===== src/rtl/ifu_fetch_pkg.sv =====
// Shared definitions for the instruction fetch stage.

`ifndef IFU_FETCH_DEFINES
`define IFU_FETCH_DEFINES
`define INST_NOP  32'h0000_0013
`define ZERO_WORD 32'h0000_0000
`define RESET_PC  32'h0000_0000
`define INST_W    32
`define ADDR_W    32
`endif

package ifu_fetch_pkg;

    localparam int unsigned INST_W = `INST_W;
    localparam int unsigned ADDR_W = `ADDR_W;

    // One instruction buffer entry: fetched word plus the address it came from.
    typedef struct packed {
        logic [INST_W-1:0] inst;
        logic [ADDR_W-1:0] addr;
    } ibuf_entry_t;

    localparam int unsigned IBUF_W = INST_W + ADDR_W;

endpackage


===== src/rtl/fetch_fifo.sv =====
// Small synchronous FIFO used for the fetch address queue and instruction buffer.
// Flush has priority over push and pop; the read port shows the head combinationally.

module fetch_fifo
    import ifu_fetch_pkg::*;
#(
    parameter int unsigned WIDTH = 32,
    parameter int unsigned DEPTH = 2
) (
    input  logic                   clk,
    input  logic                   rst_n,
    input  logic                   push_i,
    input  logic [WIDTH-1:0]       wdata_i,
    input  logic                   pop_i,
    input  logic                   flush_i,
    output logic [WIDTH-1:0]       rdata_o,
    output logic                   full_o,
    output logic                   empty_o,
    output logic [$clog2(DEPTH):0] count_o
);

    localparam int unsigned AW = (DEPTH > 1) ? $clog2(DEPTH) : 1;
    localparam logic [$clog2(DEPTH):0] DEPTH_CNT = ($clog2(DEPTH) + 1)'(DEPTH);

    logic [WIDTH-1:0]       mem [DEPTH];
    logic [AW-1:0]          wptr_q;
    logic [AW-1:0]          rptr_q;
    logic [$clog2(DEPTH):0] count_q;
    logic                   do_push;
    logic                   do_pop;

    assign full_o  = (count_q == DEPTH_CNT);
    assign empty_o = (count_q == '0);
    assign count_o = count_q;
    assign rdata_o = mem[rptr_q];

    // A push into a full FIFO is only accepted when the head leaves in the same cycle.
    assign do_push = push_i && (!full_o || pop_i);
    assign do_pop  = pop_i && !empty_o;

    // Pointer and occupancy state.
    always_ff @(posedge clk or negedge rst_n) begin
        if (!rst_n) begin
            wptr_q  <= '0;
            rptr_q  <= '0;
            count_q <= '0;
        end else if (flush_i) begin
            wptr_q  <= '0;
            rptr_q  <= '0;
            count_q <= '0;
        end else begin
            if (do_push) wptr_q <= wptr_q + AW'(1);
            if (do_pop)  rptr_q <= rptr_q + AW'(1);
            if (do_push && !do_pop) begin
                count_q <= count_q + ($clog2(DEPTH) + 1)'(1);
            end else if (!do_push && do_pop) begin
                count_q <= count_q - ($clog2(DEPTH) + 1)'(1);
            end
        end
    end

    // Storage array; contents are don't-care while empty, so no reset.
    always_ff @(posedge clk) begin
        if (do_push && !flush_i) mem[wptr_q] <= wdata_i;
    end

endmodule


===== src/rtl/ifu_fetch.sv =====
// Instruction fetch stage: owns the PC, issues credit-limited word fetches over a
// req/gnt/rvalid handshake and presents buffered instructions to IF/ID.
// Responses that belong to fetches issued before a redirect are counted in drop_q
// and discarded as they arrive.

module ifu_fetch
    import ifu_fetch_pkg::*;
#(
    parameter logic [31:0] RESET_PC  = `RESET_PC,
    parameter int unsigned BUF_DEPTH = 2
) (
    input  logic        clk,
    input  logic        rst_n,
    input  logic        jump_en_i,
    input  logic [31:0] jump_addr_i,
    input  logic        hold_i,
    output logic        imem_req_o,
    output logic [31:0] imem_addr_o,
    input  logic        imem_gnt_i,
    input  logic        imem_rvalid_i,
    input  logic [31:0] imem_rdata_i,
    output logic [31:0] inst_o,
    output logic [31:0] inst_addr_o,
    output logic        inst_valid_o
);

    localparam int unsigned CW = $clog2(BUF_DEPTH) + 1;
    localparam logic [CW:0] DEPTH_CNT = (CW + 1)'(BUF_DEPTH);

    logic [31:0]       pc_q;
    logic [CW-1:0]     out_q;     // fetches granted but not yet answered
    logic [CW-1:0]     drop_q;    // of those, how many are stale
    logic [CW:0]       credit_used;
    logic              grant;
    logic              rsp;
    logic              keep;
    logic              pop;
    logic              head_valid;

    logic [31:0]       aq_addr;
    logic              aq_full;
    logic              aq_empty;
    logic [CW-1:0]     aq_count;

    logic [IBUF_W-1:0] ib_rdata;
    ibuf_entry_t       ib_head;
    ibuf_entry_t       ib_wdata;
    logic              ib_full;
    logic              ib_empty;
    logic [CW-1:0]     ib_count;

    logic              unused_bits;

    assign head_valid = !ib_empty && !jump_en_i;
    assign pop        = head_valid && !hold_i;

    // Every granted fetch reserves a buffer slot; count what a new fetch would have to share.
    assign credit_used = {1'b0, out_q} + {1'b0, ib_count} - {{CW{1'b0}}, pop};

    assign imem_req_o  = rst_n && !jump_en_i && (credit_used < DEPTH_CNT);
    assign imem_addr_o = {pc_q[31:2], 2'b00};

    assign grant = imem_req_o && imem_gnt_i;
    assign rsp   = imem_rvalid_i && (out_q != '0);
    assign keep  = rsp && (drop_q == '0);

    assign ib_wdata = '{inst: imem_rdata_i, addr: aq_addr};
    assign ib_head  = ib_rdata;

    // PC, outstanding-fetch and stale-response counters.
    always_ff @(posedge clk or negedge rst_n) begin
        if (!rst_n) begin
            pc_q   <= RESET_PC;
            out_q  <= '0;
            drop_q <= '0;
        end else begin
            if (jump_en_i) begin
                pc_q <= {jump_addr_i[31:2], 2'b00};
            end else if (grant) begin
                pc_q <= pc_q + 32'd4;
            end

            if (grant && !rsp) begin
                out_q <= out_q + CW'(1);
            end else if (!grant && rsp) begin
                out_q <= out_q - CW'(1);
            end

            // Everything still in flight after this cycle is stale; this subsumes any
            // earlier drop count, so back-to-back redirects stay consistent.
            if (jump_en_i) begin
                drop_q <= out_q - CW'(rsp);
            end else if (rsp && (drop_q != '0)) begin
                drop_q <= drop_q - CW'(1);
            end
        end
    end

    // Addresses of live (non-stale) fetches, in issue order.
    fetch_fifo #(
        .WIDTH (32),
        .DEPTH (BUF_DEPTH)
    ) u_addr_q (
        .clk     (clk),
        .rst_n   (rst_n),
        .push_i  (grant),
        .wdata_i (imem_addr_o),
        .pop_i   (keep),
        .flush_i (jump_en_i),
        .rdata_o (aq_addr),
        .full_o  (aq_full),
        .empty_o (aq_empty),
        .count_o (aq_count)
    );

    // Returned instructions paired with their addresses.
    fetch_fifo #(
        .WIDTH (IBUF_W),
        .DEPTH (BUF_DEPTH)
    ) u_inst_buf (
        .clk     (clk),
        .rst_n   (rst_n),
        .push_i  (keep && !jump_en_i),
        .wdata_i (ib_wdata),
        .pop_i   (pop),
        .flush_i (jump_en_i),
        .rdata_o (ib_rdata),
        .full_o  (ib_full),
        .empty_o (ib_empty),
        .count_o (ib_count)
    );

    // Present the buffer head, or a NOP bubble when empty or redirecting.
    always_comb begin
        inst_valid_o = head_valid;
        inst_o       = `INST_NOP;
        inst_addr_o  = `ZERO_WORD;
        if (head_valid) begin
            inst_o      = ib_head.inst;
            inst_addr_o = ib_head.addr;
        end
    end

    assign unused_bits = ^{jump_addr_i[1:0], pc_q[1:0], aq_full, aq_empty, aq_count, ib_full};

endmodule

===== config.mk =====
export PLATFORM = sky130hd
export DESIGN_NAME = ifu_fetch
export DESIGN_NICKNAME = d
export VERILOG_FILES = /design/src/rtl/ifu_fetch_pkg.sv /design/src/rtl/fetch_fifo.sv /design/src/rtl/ifu_fetch.sv
export SDC_FILE = /design/constraint.sdc
export NUM_CORES = 1
export LEC_CHECK = 0
export ABC_AREA = 1
export ABC_CLOCK_PERIOD_IN_PS = 5350
export BUFFER_PORTS_ARGS = -buffer_cell sky130_fd_sc_hd__buf_2
export CORE_UTILIZATION = 57
export CTS_CLUSTER_DIAMETER = 50
export DETAILED_ROUTE_END_ITERATION = 7
export PLACE_DENSITY = 0.8
export SLEW_MARGIN = 40
export SYNTH_ARGS = -nofsm -noshare
export SYNTH_HDL_FRONTEND = slang
export SYNTH_SLANG_ARGS = --single-unit

===== constraint.sdc =====
create_clock -name clk -period 5.35 [get_ports clk]
set_input_delay 0.535 -clock clk [delete_from_list [all_inputs] [get_ports clk]]
set_output_delay 0.535 -clock clk [all_outputs]
set_load 0.05 [all_outputs]

==> results of run 1 <==
[worst min path at each step]
| stage | start | end | slack [ns] | depth (start not counted) |
|---|---|---|---|---|
| 6_report | rst_n | pc_q[20] | 0.10 | 2 |
| 3_3_place_gp | out_q[0] | out_q[0] | 0.48 | 1 |
| 4_1_cts | rst_n | pc_q[26] | 0.11 | 2 |
| 3_5_place_dp | out_q[0] | out_q[0] | 0.48 | 1 |
| 5_1_grt | rst_n | pc_q[24] | 0.14 | 2 |
| 2_1_floorplan | rst_n | drop_q[0] | 0.24 | 0 |
[Yosys cell counts (2+ instances only)]
master,n
ha_1,6
clkbuf_1,21
buf_1,4
buf_2,5
xor2_1,9
nor2_2,6
inv_1,95
nand2_1,508
dfrtp_1,42
nand4_1,2
o21ai_1,2
nor2_1,48
buf_4,6
o21ai_0,17
nor2_4,2
edfxtp_1,184
o211ai_1,4
a21oi_1,12
nand2_2,13
buf_6,2
nor3_1,2
xnor2_1,6
nand3_1,34
inv_2,5
nand3b_1,9
nand3_2,11
[state kept, by name, indices dropped and copies added, names as in the netlist]
name / cells
u_inst_buf.count_o: 2
out_q: 2
u_inst_buf.mem: 124
u_addr_q.count_o: 2
u_inst_buf.wptr_q: 1
drop_q: 2
u_inst_buf.rptr_q: 1
u_addr_q.rptr_q: 1
u_addr_q.wptr_q: 1
u_addr_q.mem: 60
pc_q: 30
[cell families after synthesis]
kind of cell,Yosys count,share of synthesized area (%)
other,1,0.0367
buffers and inverters,140,5.70
DFF,226,64.3
adders and majority gates,7,0.930
and+or+nand+nor,638,25.8
AOI/OAI and AO/OA,37,1.96
xor gates and xnor gates,15,1.28
[cell type report]
type,count,area (µm²),area share [%]
Inverter,101,387,3.20
Clock inverter,16,208,1.72
Multi-Input combinational cell,701,3100,25.7
Tap cell,225,282,2.33
Sequential cell,226,6580,54.5
Timing Repair Buffer,170,890,7.37
Clock buffer,27,633,5.24
[critical path: cells and delay by family]
| kind | cells | cell delay, ns |
|---|---|---|
| compound gates | 2 | 0.22 |
| xor+xnor | 1 | 0.16 |
| fa+ha+maj | 3 | 1.05 |
| buf+inv | 5 | 1.30 |
| simple gates | 4 | 0.96 |
[through the flow]
| step | utilization [%] | area [µm²] | worst slack [ns] |
|---|---|---|---|
| 6_report | 69.3 | 12100 | 1.49 |
| 2_1_floorplan | - | 10200 | 1.30 |
| 5_1_grt | 69.3 | 12100 | 1.22 |
| 3_3_place_gp | 64.3 | 11200 | 1.06 |
| 3_5_place_dp | 64.4 | 11200 | 0.975 |
| 4_1_cts | 69.2 | 12100 | 1.50 |
[where the power goes]
part	leakage, nW	total [mW]	switching, mW	internal [mW]
Combinational	3.13	1.76	1.33	0.430
Clock	0.414	1.74	0.648	1.09
Sequential	2.18	2.33	0.180	2.15
Total	5.72	5.82	2.15	3.67
[layer usage]
metal | up-vias | GRT usage [%] | part of all wire (%)
li1 | 3711 | - | -
met1 | 3409 | 33.1 | 44
met2 | 278 | 38.2 | 47
met3 | 25 | 3.50 | 7.8
met4 | 0 | 6.05 | 1.5
met5 | - | 0 | 0
==> summary.txt, run 1 <==
Yosys
  • Ys flop type: edfxtp_1
  • Register area share after synthesis: 64.3%
  • Mapped Cells: 1064
  • Synth unique cells: 35
  • Async SR Flop Fraction: 18.6%
  • Top cell type's share of synthesized area: 54.0%
  • Post-Syn Area per Cell: 9.61 µm²
  • Flops & latches, synth: 226
  • Synthesized area: 10200 µm²
  • Synth warn: 0
  • Top post-synthesis cells by area: edfxtp_1 (54%), nand2_1 (19%), dfrtp_1 (10%), inv_1 (3.5%), nor2_1 (1.8%)
  • Post-synth EDFFs: 184
  • Most area-hungry cell type in the Yosys netlist: edfxtp_1

Setup path
  • Worst EP required: 5.73 ns
  • Worst setup path end: out_q[1]
  • Critical-path maximum fanout: 39
  • Worst r2r dst: out_q[1]
  • Worst Path Class, Setup: in -> reg
  • Slowest CP cell: buf_2
  • Critical Path AT: 4.24 ns
  • Reg2reg start: u_inst_buf.count_o[0]
  • Worst setup EP type: register
  • CP max stage delay: 0.54 ns
  • R2R setup slack: 1.86 ns
  • Crit-path cells: buf_2 -> inv_2 -> nand3_1 -> inv_1 -> ha_1 -> or2_2 -> fa_1 -> nand3_1 -> nand3b_4 -> inv_2 -> buf_4 -> ha_1 -> a21oi_1 -> o21ai_0 -> xor2_1
  • Worst reg2reg path depth: 15
  • CP Launch Type: input port
  • CP Launch Point: jump_en_i

CTS
  • Worst-path clk slew: 0.06 ns
  • CTS max path bufs: 3
  • Cts bufs inserted: 24
  • Hold Buf Count CTS: 0
  • TritonCTS clock tree: done
  • Clock sinks: 226
  • H-tree Lvls: 1
  • Setup Buffers After CTS: 0
  • Root Buffer: clkbuf_16
  • Post-CTS Resized: 0
  • Clock latency on the worst-skew pair: 0.51 ns

Cells and area
  • Fin nets: 1301
  • Inserted Diodes: 0
  • Commonest cells after routing, fill and taps aside: nand2_1 (508), edfxtp_1 (184), buf_2 (161)
  • Post-Layout Cell Count: 1466
  • Commonest non-fill, non-tap cell in the layout: nand2_1
  • Layout area overhead: 18.1%
  • Share of layout cells above drive strength 1: 20.5%
  • Fillers: 1334

Run status
  • Status: complete, no violations

Power
  • P per Cell Area: 482 nW/µm²
  • Final Power: 5.82 mW
  • VDD IR-drop max: 327 µV
  • P_leak: 5.72 nW

STA
  • Worst Clk Skew: 0.00757 ns
  • Tightest Pin Transition: 0.706 ns
  • RSZ-0062 raised after global routing: false
  • Fin Hold WS: 0.101 ns
  • Fin crit share: 72.1%
  • Final Max Tran Viols: 0
  • Setup TNS: 0 ns
  • Final setup viols: 0
  • Slew margin rel.: 53.0%
  • Max Clk Rate: 259 MHz
  • Fin. Hold Viols: 0
  • Min Tclk post-route: 3.86 ns

Die
  • Starting Density: 58.7%
  • Die width: 136 µm
  • Height of the chip: 136 µm
  • I/O pin count: 168
  • Die Area: 18500 µm²
  • Core area: 17400 µm²
  • Row cnt: 48

Placed design
  • Port bufs: 161
  • Placed Cells incl. Taps: 1422
  • RePlAce Congestion: 0.943
  • Hpwl dp: 13700 µm

Detailed routing
  • DRT antenna net count: 0
  • DR WL/cell: 14.5 µm
  • Pre-antenna DRT Iters: 5
  • Iter 0 DRT Violations: 556
  • Total routed wirelength: 21200 µm
  • Number of remaining DRC errors: 0
  • Vias per cell: 5.06
  • Vias: 7423

GRT
  • Grt total ovfl: 0
  • GRT Overall Usage: 23.4%
  • Number of global-route vias before repair: 6874
  • Initial antenna violation count: 0
  • Pin count of the biggest net entering global routing: 65
  • First-pass GRT wire length: 34200 µm

Worst hold path
  • Min-delay worst type: in -> async

Flow run
  • Max capacitance violation total: 0
(Power assumes the default switching activity.)
==> run 2, diff against run 1 <==
- ABC_AREA: 1 -> 0
- ABC_CLOCK_PERIOD_IN_PS: 5350 -> 3200
- CORE_UTILIZATION: 57 -> 50
- PLACE_DENSITY: 0.8 -> 0.74
- clock period: 5.35 -> 3.2 ns (I/O delays scaled with it)
==> run 2 against run 1 <==
Effect of this change: global-route usage shrank 2.0 points; sequential power grew 55%; register-to-register slack lost 1.8 ns; core utilization shrank 4.5 points; via count shrank 16%; clock power grew 49%; setup slack lost 1.4 ns; critical path depth shrank 3; non-clock buffer count grew 50; count of clock-buffer cells in the layout grew 3; routed wire length shrank 3.1%; critical path type is now reg -> reg; largest power group unchanged.
==> summary.txt, run 2 <==
Run status
  • Status: complete, no violations

Detailed routing
  • Total routed wirelength: 20500 µm (-3.1%)
  • Vias per cell: 5.53 (+9.3%)
  • Iter 0 DRT Violations: 414 (-26%)
  • Pre-antenna DRT Iters: 5 (unchanged)
  • Vias: 6226 (-16%)
  • DR WL/cell: 18.2 µm (+26%)
  • Number of remaining DRC errors: 0 (unchanged)
  • DRT antenna net count: 0 (unchanged)

CTS
  • Clock sinks: 226 (unchanged)
  • CTS max path bufs: 3 (unchanged)
  • Worst-path clk slew: 0.06 ns (about the same)
  • Clock latency on the worst-skew pair: 0.51 ns (about the same)
  • TritonCTS clock tree: done
  • H-tree Lvls: 1 (unchanged)
  • Root Buffer: clkbuf_16
  • Cts bufs inserted: 24 (unchanged)

Yosys
  • Synth Area in Compound Gates: 5.58% (+3.6 points)
  • Synth unique cells: 53 (+51%)
  • Top post-synthesis cells by area: edfxtp_1 (59%), dfrtp_1 (11%), mux2i_1 (6.8%), mux2_2 (3.7%), nor2_1 (3.2%)
  • Top cell type's share of synthesized area: 58.6% (+4.6 points)
  • Post-Synth XOR/XNOR Area: 0.929% (-0.36 points)
  • Mux cell area share after synthesis: 10.5% (+11 points)
  • Flops & latches, synth: 226 (unchanged)
  • Most area-hungry cell type in the Yosys netlist: edfxtp_1
  • Post-synth EDFFs: 184 (unchanged)
  • Mapped Cells: 665 (-38%)
  • Synth Area in Simple Gates: 9.76% (-16 points)
  • Top cells by count, synth: edfxtp_1 (184), nor2_1 (80), mux2i_1 (64)
  • Async SR Flop Fraction: 18.6% (unchanged)
  • Post-Syn Area per Cell: 14.2 µm² (+47%)
  • Synth warn: 0 (unchanged)
  • Area share of fa/ha/maj cells after synthesis: 1.01% (+0.079 points)
  • Ys flop type: edfxtp_1
  • Register area share after synthesis: 69.8% (+5.5 points)
  • Synthesized area: 9420 µm² (-7.9%)
  • Main combinational cell family by area after synthesis: multiplexers
  • Count leader, synth: edfxtp_1

Die
  • Height of the chip: 139 µm (+2.5%)
  • Die Area: 19400 µm² (+5.0%)
  • Starting Density: 51.7% (-7.0 points)
  • Core area: 18200 µm² (+4.5%)
  • Row cnt: 49 (+2.1%)
  • Die width: 139 µm (+2.5%)
  • I/O pin count: 168 (unchanged)

Cells and area
  • Layout area overhead: 25.2%
  • Commonest cells after routing, fill and taps aside: edfxtp_1 (184), buf_2 (161), nor2_1 (77)
  • Inserted Diodes: 0 (unchanged)
  • Top reg by flops: u_inst_buf.mem
  • Final Cell Area: 11800 µm² (-2.3%)
  • Biggest regs: u_inst_buf.mem x124, u_addr_q.mem x60, pc_q x30
  • Fin nets: 955 (-27%)
  • Share of layout cells above drive strength 1: 31.5% (+11 points)
  • Commonest non-fill, non-tap cell in the layout: edfxtp_1
  • Final Util: 64.8% (-4.5 points)
  • Max FFs per register: 124 (unchanged)

Placed design
  • Port bufs: 161 (unchanged)
  • Dpl ws: -0.0328 ns (-1.01 ns)
  • Placed Area: 10700 µm² (-5.0%)
  • RePlAce Congestion: 0.839 (-11%)
  • Hpwl dp: 13000 µm (-4.6%)

Setup path
  • Worst Path Class, Setup: reg -> reg
  • CP Launch Type: register
  • Critical-path maximum fanout: 12 (-69%)
  • Worst setup EP type: register
  • Worst EP required: 3.41 ns (-2.32 ns)
  • Critical Path AT: 3.36 ns (-0.88 ns)

GRT
  • Initial antenna violation count: 0 (unchanged)
  • GRT Overall Usage: 21.5% (-2.0 points)
  • Grt total ovfl: 0 (unchanged)
  • First-pass GRT wire length: 32900 µm (-3.8%)
  • Pin count of the biggest net entering global routing: 63 (-3.1%)
  • Number of global-route vias before repair: 6258 (-9.0%)

STA
  • Max Clk Rate: 318 MHz
  • Final setup viols: 0 (unchanged)
  • Final worst slack: 0.0582 ns (-1.43 ns)
  • Min Tclk post-route: 3.14 ns
  • Fin. Hold Viols: 0 (unchanged)
  • Slew margin rel.: 47.1% (-5.8 points)
  • Tightest Pin Transition: 0.793 ns (+0.0877 ns)
  • Fin crit share: 98.2%
  • RSZ-0062 raised after global routing: true
  • Final Max Tran Viols: 0 (unchanged)
  • Worst Clk Skew: 0.0127 ns (+0.00515 ns)
  • Setup TNS: 0 ns (unchanged)

Worst hold path
  • Min-delay worst type: in -> reg

Power
  • P_leak: 4.45 nW (-22%)
  • VDD IR-drop max: 353 µV (+7.8%)
  • Final Power: 7.41 mW (+27%)
  • P per Cell Area: 628 nW/µm² (+30%)

Flow run
  • Max capacitance violation total: 0 (unchanged)
-- run 2: cell count changes after synthesis, sizes merged, moves of 6 or more --
cell    before  now
nand2      522   44
inv        101   17
mux2i        0   64
mux2         0   31
nand3       45   17
nor2        56   80
o21ai       19   33
nand3b      10    0
o311ai       1   11
a221o        0    9
nor2b        0    8
nor3         2   10
and3         0    6
-- run 2: path summary, 6_finish.rpt --
kind,from,endpoint,slack [ns],depth (start not counted)
min in group asynchronous,rst_n,u_inst_buf.count_o[0],0.44,3
worst max register to register,u_inst_buf.count_o[1],u_addr_q.mem[0][5],0.06,12
worst max-delay path,u_inst_buf.count_o[1],u_addr_q.mem[0][5],0.06,12
max in group asynchronous,rst_n,u_inst_buf.rptr_q,2.34,3
worst min register to register,u_addr_q.mem[1][12],u_inst_buf.mem[0][14],0.56,1
worst min-delay path,imem_rdata_i[16],u_inst_buf.mem[1][48],0.02,1
-- run 2: kinds of logic after synthesis --
| family | count (synthesis) |
|---|---|
| buffers and inverters | 53 |
| multiplexers | 95 |
| XOR/XNOR | 10 |
| flip-flops | 226 |
| AO/OA/AOI/OAI | 81 |
| adder cells (fa/ha/maj) | 7 |
| other | 1 |
| AND/OR/NAND/NOR | 192 |
-- run 2: cell type report --
class	count	area (µm²)
timing repair buffer	220	1420
inverter	17	66.3
fill	1297	6410
clock buffer	30	644
tap	229	287
clock inverter	14	104
sequential	226	6580
multi-input combinational	389	2700
-- run 2: per-layer routing --
| metal | global-route usage [%] | up-vias | share of wire [%] |
|---|---|---|---|
| li1 | - | 2897 | - |
| met5 | 0 | - | 0 |
| met4 | 6.14 | 0 | 1.6 |
| met2 | 37.2 | 221 | 50 |
| met3 | 3.27 | 28 | 6.3 |
| met1 | 28.1 | 3080 | 43 |
-- run 2: through the flow --
step | cells | hold slack, ns
6_report | 1125 | 0.0186
2_1_floorplan | 668 | 0.0244
3_5_place_dp | 1043 | 0.477
5_1_grt | 1125 | 0.00265
4_1_cts | 1116 | 0.00119
3_3_place_gp | 1043 | 0.470
-- run 2: worst max-delay path: stages (launching register included) --
cell      delay (ns)
dfrtp_1         0.37
nor2_2          0.06
or2_4           0.23
nor2_2          0.11
ha_1            0.23
nand2b_4        0.14
fa_1            0.53
nand4b_1        0.12
or2_4           0.30
buf_6           0.14
a21oi_4         0.13
nor2b_4         0.30
buf_12          0.19
-- run 2: timing repair --
item,CTS,global route
hold buffers,29,0
pin swaps,0,4
gates cloned,0,2
gates resized for setup,1,8
hold endpoints to repair,97,0
endpoints found under the setup margin,1,76
setup buffers,0,7
-- run 2: power by group --
group          switching [mW]  internal, mW
registers               0.201          3.41
clock network            1.09          1.52
logic                   0.777         0.421
total                    2.06          5.35
